`src/rtl/spine_pkg.sv`:
```
// Shared types and defaults for the spine egress path.
package spine_pkg;

    localparam int SPINE_DWIDTH = 16;

    // Output register state: IDLE = empty, SEND = first cycle of a flit,
    // STALL = flit held for at least one cycle with the link not ready.
    typedef enum logic [1:0] {
        IDLE  = 2'd0,
        SEND  = 2'd1,
        STALL = 2'd2
    } out_state_e;

    // 16-bit counter increment that sticks at all-ones.
    function automatic logic [15:0] sat_inc16(input logic [15:0] v);
        return (v == 16'hFFFF) ? v : v + 16'd1;
    endfunction

endpackage

```
`src/rtl/spine_sync_fifo.sv`:
```
// Circular FIFO storage for the egress buffer: wrapping pointers plus an
// occupancy counter. The caller never pushes when full or pops when empty.
module spine_sync_fifo #(
    parameter int DWIDTH = 16,
    parameter int DEPTH  = 8
) (
    input  logic                     clk_i,
    input  logic                     reset_i,
    input  logic                     push_i,
    input  logic [DWIDTH-1:0]        wdata_i,
    input  logic                     pop_i,
    output logic [DWIDTH-1:0]        rdata_o,
    output logic [$clog2(DEPTH):0]   level_o,
    output logic                     full_o
);
    localparam int AW = $clog2(DEPTH);
    localparam int LW = AW + 1;

    logic [DWIDTH-1:0] mem_q [DEPTH];
    logic [AW-1:0]     wr_ptr_q, rd_ptr_q;
    logic [LW-1:0]     level_q;

    // Storage array: written at the tail, no reset needed.
    always_ff @(posedge clk_i) begin
        if (push_i) mem_q[wr_ptr_q] <= wdata_i;
    end

    // Pointers wrap naturally because DEPTH is a power of two.
    always_ff @(posedge clk_i) begin
        if (reset_i) begin
            wr_ptr_q <= '0;
            rd_ptr_q <= '0;
            level_q  <= '0;
        end else begin
            if (push_i) wr_ptr_q <= wr_ptr_q + AW'(1);
            if (pop_i)  rd_ptr_q <= rd_ptr_q + AW'(1);
            level_q <= level_q + LW'(push_i) - LW'(pop_i);
        end
    end

    assign rdata_o = mem_q[rd_ptr_q];
    assign level_o = level_q;
    assign full_o  = (level_q == LW'(DEPTH));

endmodule

```
`src/rtl/spine_egress_buffer.sv`:
```
// Egress buffer between a spine router output port and its link: a
// DEPTH-entry FIFO followed by one output register driven by a small FSM.
// Optional stats counters are built when SPINE_EGRESS_STATS_EN is defined.
module spine_egress_buffer
    import spine_pkg::*;
#(
    parameter int          DWIDTH  = SPINE_DWIDTH,
    parameter int          DEPTH   = 8,
    parameter logic [3:0]  PORT_ID = 4'd1
) (
    input  logic                     clk,
    input  logic                     reset,
    input  logic [DWIDTH-1:0]        in_data,
    input  logic                     in_valid,
    output logic                     fifo_full,
    output logic [DWIDTH-1:0]        out_data,
    output logic                     out_valid,
    input  logic                     out_ready,
    output logic [$clog2(DEPTH):0]   level,
`ifdef SPINE_EGRESS_STATS_EN
    output logic [15:0]              flit_count,
    output logic [15:0]              stall_count,
`endif
    output logic                     overflow_err
);
    logic [$clog2(DEPTH):0] level_w;
    logic [DWIDTH-1:0]      head_w;
    logic                   full_w;

    out_state_e        state_q;
    logic              out_valid_q;
    logic [DWIDTH-1:0] out_data_q;
    logic              overflow_q;

    logic accept, hs, can_load, pop, bypass, push, load;
    logic [DWIDTH-1:0] load_data;

    // Full comes from registered level only, so a write on a popping edge
    // while full is still dropped.
    assign accept    = in_valid & ~full_w;
    assign hs        = out_valid_q & out_ready;
    assign can_load  = ~out_valid_q | hs;
    assign pop       = can_load & (level_w != '0);
    assign bypass    = can_load & (level_w == '0) & accept;
    assign push      = accept & ~bypass;
    assign load      = pop | bypass;
    assign load_data = pop ? head_w : in_data;

    spine_sync_fifo #(
        .DWIDTH (DWIDTH),
        .DEPTH  (DEPTH)
    ) u_fifo (
        .clk_i   (clk),
        .reset_i (reset),
        .push_i  (push),
        .wdata_i (in_data),
        .pop_i   (pop),
        .rdata_o (head_w),
        .level_o (level_w),
        .full_o  (full_w)
    );

    // Output FSM with registered out_valid/out_data and sticky overflow flag.
    always_ff @(posedge clk) begin
        if (reset) begin
            state_q     <= IDLE;
            out_valid_q <= 1'b0;
            out_data_q  <= '0;
            overflow_q  <= 1'b0;
        end else begin
            if (in_valid & full_w) overflow_q <= 1'b1;
            case (state_q)
                IDLE: begin
                    if (load) begin
                        state_q     <= SEND;
                        out_valid_q <= 1'b1;
                        out_data_q  <= load_data;
                    end
                end
                default: begin
                    if (hs) begin
                        if (load) begin
                            state_q     <= SEND;
                            out_valid_q <= 1'b1;
                            out_data_q  <= load_data;
                        end else begin
                            state_q     <= IDLE;
                            out_valid_q <= 1'b0;
                        end
                    end else begin
                        state_q <= STALL;
                    end
                end
            endcase
        end
    end

`ifdef SPINE_EGRESS_STATS_EN
    logic [15:0] flit_cnt_q, stall_cnt_q;

    // Saturating counters: handshakes and cycles spent in STALL.
    always_ff @(posedge clk) begin
        if (reset) begin
            flit_cnt_q  <= '0;
            stall_cnt_q <= '0;
        end else begin
            if (hs)               flit_cnt_q  <= sat_inc16(flit_cnt_q);
            if (state_q == STALL) stall_cnt_q <= sat_inc16(stall_cnt_q);
        end
    end

    assign flit_count  = flit_cnt_q;
    assign stall_count = stall_cnt_q;
`endif

    assign fifo_full    = full_w;
    assign level        = level_w;
    assign out_valid    = out_valid_q;
    assign out_data     = out_data_q;
    assign overflow_err = overflow_q;

endmodule

```
`config.mk`:
```
export PLATFORM = sky130hd
export DESIGN_NAME = spine_egress_buffer
export DESIGN_NICKNAME = d
export VERILOG_FILES = /design/src/rtl/spine_pkg.sv /design/src/rtl/spine_sync_fifo.sv /design/src/rtl/spine_egress_buffer.sv
export SDC_FILE = /design/constraint.sdc
export NUM_CORES = 1
export LEC_CHECK = 0
export BUFFER_PORTS_ARGS = -buffer_cell sky130_fd_sc_hd__buf_4
export CAP_MARGIN = 25
export CORE_MARGIN = 2
export CORE_UTILIZATION = 49
export CTS_CLUSTER_SIZE = 16
export DETAILED_ROUTE_END_ITERATION = 16
export PLACE_DENSITY = 0.74
export SLEW_MARGIN = 20
export SYNTH_ARGS = -nofsm -noshare
export SYNTH_HDL_FRONTEND = slang
export SYNTH_SLANG_ARGS = --single-unit
```
`constraint.sdc`:
```
create_clock -name clk -period 8 [get_ports clk]
set_clock_uncertainty 0.05 [all_clocks]
set_input_delay 1.2 -clock clk [delete_from_list [all_inputs] [get_ports clk]]
set_output_delay 1.2 -clock clk [all_outputs]
set_load 0.01 [all_outputs]
```
==> flow_metrics.env <==
export IMPL_rr_endpoint="u_fifo.level_o[2]$_SDFF_PP0_"
export IMPL_async_flop_share_pct=0
export IMPL_synth_warning_count=0
export IMPL_final_period_utilization_pct=37.84
export IMPL_synth_flop_cell="sky130_fd_sc_hd__edfxtp_1"
export IMPL_setup_viol=0
export IMPL_cts_repair_resize_count=0
export IMPL_place_congestion=0.7389
export IMPL_routed_wirelength_mm=13.15
export IMPL_timing_max_slew_rel_slack_pct=37.06
export IMPL_reg_to_reg_setup_timing_slack_ns=5.14
export IMPL_seq_area_frac_synth_pct=69.97
export IMPL_final_core_utilization_pct=58.66
export IMPL_global_route_usage_total_pct=19.77
export IMPL_detail_route_iter0_violations=322
export IMPL_post_synthesis_area_per_instance_um2=15.04
export IMPL_synthesis_area_um2=6437
export IMPL_area_growth_synth_to_final_pct=15.94
export IMPL_cp_required_ns=8.25
export IMPL_fp_dieArea_um2=14070
export IMPL_synthesized_netlist_net_count=456
export IMPL_ctsHtreeMaxLevel=4
export IMPL_maxSlewViolCount=0
export IMPL_max_clock_freq_mhz=330.3
export IMPL_drt_pass1_iter_count=5
export IMPL_pre_cts_worst_setup_slack_ns=4.541
export IMPL_port_buffers=42
export IMPL_cts_clk_slew_worst_paths_ns=0.06
export IMPL_i_o_pin_cnt=43
export IMPL_gr_total_overflow=0
export IMPL_antenna_found_initial=0
export IMPL_synth_cell_type_count=32
export IMPL_initial_utilization_pct=50.60
export IMPL_cts_root_buf="sky130_fd_sc_hd__clkbuf_16"
export IMPL_static_leakage_uw=0.002613
export IMPL_crit_type="in2reg"
export IMPL_cp_data_arrival_time_ns=3.28
export IMPL_final_layout_size_suffix_gt1_share_pct=20.62
export IMPL_grt_pass1_vias=3656
export IMPL_detail_route_wl_per_cell_um=20.01
export IMPL_hold_path_startpoint="overflow_err$_SDFFE_PP0P_"
export IMPL_worstSkewPairLatency_ns=0.43
export IMPL_timing_critical_path_from_type="primary input"
export IMPL_cell_area_after_layout_um2=7463
export IMPL_clockBufferDepth=2
export IMPL_timing_hold_worst_path_depth=2
export IMPL_max_slew_worst_pin_slew_ns=0.9431
export IMPL_dieWidth_um=118.6
export IMPL_timing_setup_tns_ns=0
export IMPL_timing_final_crit_period_ns=3.027
export IMPL_route_detailed_drc=0
export IMPL_powerDensity_nw_per_um2=353.5
export IMPL_layout_setup_ws_ns=4.973
export IMPL_status="finished clean"
export IMPL_layout_filler_cells=1031
export IMPL_hold_fails_final_rpt=0
export IMPL_timing_critical_path_to_type="flip-flop"
export IMPL_launch_point_of_the_worst_reg_to_reg_path="u_fifo.level_o[2]$_SDFF_PP0_"
export IMPL_antenna_violating_nets_post_route=0
export IMPL_total_power_uw=2638
export IMPL_grt_max_degree=65
export IMPL_detailed_place_hpwl_mm=7.477
export IMPL_post_cts_buffers=0
export IMPL_synth_edf_count=128
export IMPL_cp_max_fo=19
export IMPL_grt_first_pass_wirelength_mm=20.45
export IMPL_r2r_worst_path_cells=11
export IMPL_final_net_count=500
export IMPL_synthCells=428
export IMPL_grt_setup_unrepaired="false"
export IMPL_hold_path_class="reg2reg"
export IMPL_tritoncts="done"
export IMPL_die_h_um=118.6
export IMPL_core_outline_area_um2=12720
export IMPL_layout_cells_most_common="sky130_fd_sc_hd__edfxtp_1"
export IMPL_fp_row_count=41
export IMPL_placedInstanceArea_um2=6935
export IMPL_ys_ff_latch=161
export IMPL_dr_total_vias=3706
export IMPL_worst_hold_end="overflow_err$_SDFFE_PP0P_"
export IMPL_cts_hold_buffers_added=0
export IMPL_drv_max_cap_violation_count=0
export IMPL_cts_sinks=161
export IMPL_antennaDiodeCount=0
export IMPL_highest_count_cells_in_the_layout_ignoring_fill_and_taps="128 x sky130_fd_sc_hd__edfxtp_1, 65 x sky130_fd_sc_hd__mux2i_1, 51 x sky130_fd_sc_hd__buf_4"
export IMPL_viasPerCell=5.641
export IMPL_ir_drop_mv=0.1881
export IMPL_tritoncts_num_buffers=17
==> routing by layer <==
metal	routed length [um]	vias to the layer above	GRT usage [%]
met5	0	-	0
met4	194	0	7.292
met3	843	17	5.743
met2	6214	120	29.78
met1	5895	1838	27.32
li1	-	1731	-
==> synthesized netlist by cell type (4+ instances only) <==
master | number | area, um^2
sky130_fd_sc_hd__edfxtp_1 | 128 | 3844
sky130_fd_sc_hd__mux2i_1 | 65 | 650.6
sky130_fd_sc_hd__dfxtp_1 | 33 | 660.6
sky130_fd_sc_hd__a22oi_1 | 32 | 240.2
sky130_fd_sc_hd__nand2_1 | 25 | 93.84
sky130_fd_sc_hd__a21oi_1 | 22 | 110.1
sky130_fd_sc_hd__nand3_1 | 18 | 90.09
sky130_fd_sc_hd__nor2_1 | 16 | 60.06
sky130_fd_sc_hd__clkbuf_1 | 11 | 41.29
sky130_fd_sc_hd__a311oi_2 | 10 | 150.1
sky130_fd_sc_hd__buf_2 | 9 | 45.04
sky130_fd_sc_hd__ha_1 | 7 | 87.58
sky130_fd_sc_hd__inv_1 | 7 | 26.28
sky130_fd_sc_hd__a311oi_1 | 6 | 52.55
sky130_fd_sc_hd__buf_1 | 4 | 15.01
sky130_fd_sc_hd__nand2b_1 | 4 | 25.02
sky130_fd_sc_hd__nor2b_1 | 4 | 25.02
sky130_fd_sc_hd__nor3_1 | 4 | 20.02
==> cell type report <==
type | instances | area (um^2) | area share, %
Sequential cell | 161 | 4508 | 60.40
Multi-Input combinational cell | 232 | 1799 | 24.11
Clock buffer | 20 | 436.7 | 5.851
Timing Repair Buffer | 52 | 402.9 | 5.398
Tap cell | 172 | 215.2 | 2.883
Clock inverter | 12 | 71.32 | 0.9556
Inverter | 8 | 30.03 | 0.4023
==> flip-flops by register name, summed over array words and instances (netlist names), named ones only <==
signal / cells
state_q: 2
u_fifo.mem_q: 128
u_fifo.wr_ptr_q: 3
out_data: 16
overflow_err: 1
u_fifo.level_o: 4
u_fifo.rd_ptr_q: 3
out_valid: 1
==> metrics by stage <==
step           hold WS [ns]  instances
5_1_grt              0.4728        657
4_1_cts              0.4289        656
3_5_place_dp         0.4151        624
6_report             0.4239        657
3_3_place_gp         0.4090        624
2_1_floorplan        0.4122        428
==> power by group <==
part / internal [uW] / total [uW] / switching, uW
registers: 1020 / 1110 / 87.5
logic: 338 / 828 / 490
clock network: 390 / 700 / 310
total: 1750 / 2640 / 887
==> how the worst max path moves through the flow <==
stage / from / end / slack [ns] / cells after the start
after global routing: out_ready / u_fifo.level_o[2]$_SDFF_PP0_ / 4.79 / 10
after global placement: out_ready / u_fifo.level_o[2]$_SDFF_PP0_ / 4.62 / 10
after detailed placement: out_ready / u_fifo.level_o[2]$_SDFF_PP0_ / 4.54 / 10
after CTS: out_ready / u_fifo.level_o[2]$_SDFF_PP0_ / 4.99 / 10
after floorplan: out_ready / u_fifo.mem_q[0][0]$_DFFE_PP_ / 4.42 / 3
final: out_ready / u_fifo.level_o[2]$_SDFF_PP0_ / 4.97 / 10
==> critical path, cell delays in order <==
cell	delay [ns]
sky130_fd_sc_hd__buf_4	0.10
sky130_fd_sc_hd__nand2b_1	0.13
sky130_fd_sc_hd__and2_1	0.72
sky130_fd_sc_hd__nand2b_1	0.21
sky130_fd_sc_hd__nand2_1	0.11
sky130_fd_sc_hd__ha_1	0.17
sky130_fd_sc_hd__inv_1	0.07
sky130_fd_sc_hd__fa_1	0.37
sky130_fd_sc_hd__xor2_1	0.14
sky130_fd_sc_hd__nor2_1	0.05
==> logic make-up after synthesis <==
logic type,after synthesis,share of synthesized area (%)
buf+inv,35,2.565
simple gates,77,5.578
mux,66,10.28
xor+xnor,5,0.6804
compound gates,76,9.252
fa+ha+maj,8,1.671
flops,161,69.97
No activity file was read; power rests on OpenSTA's default activity.
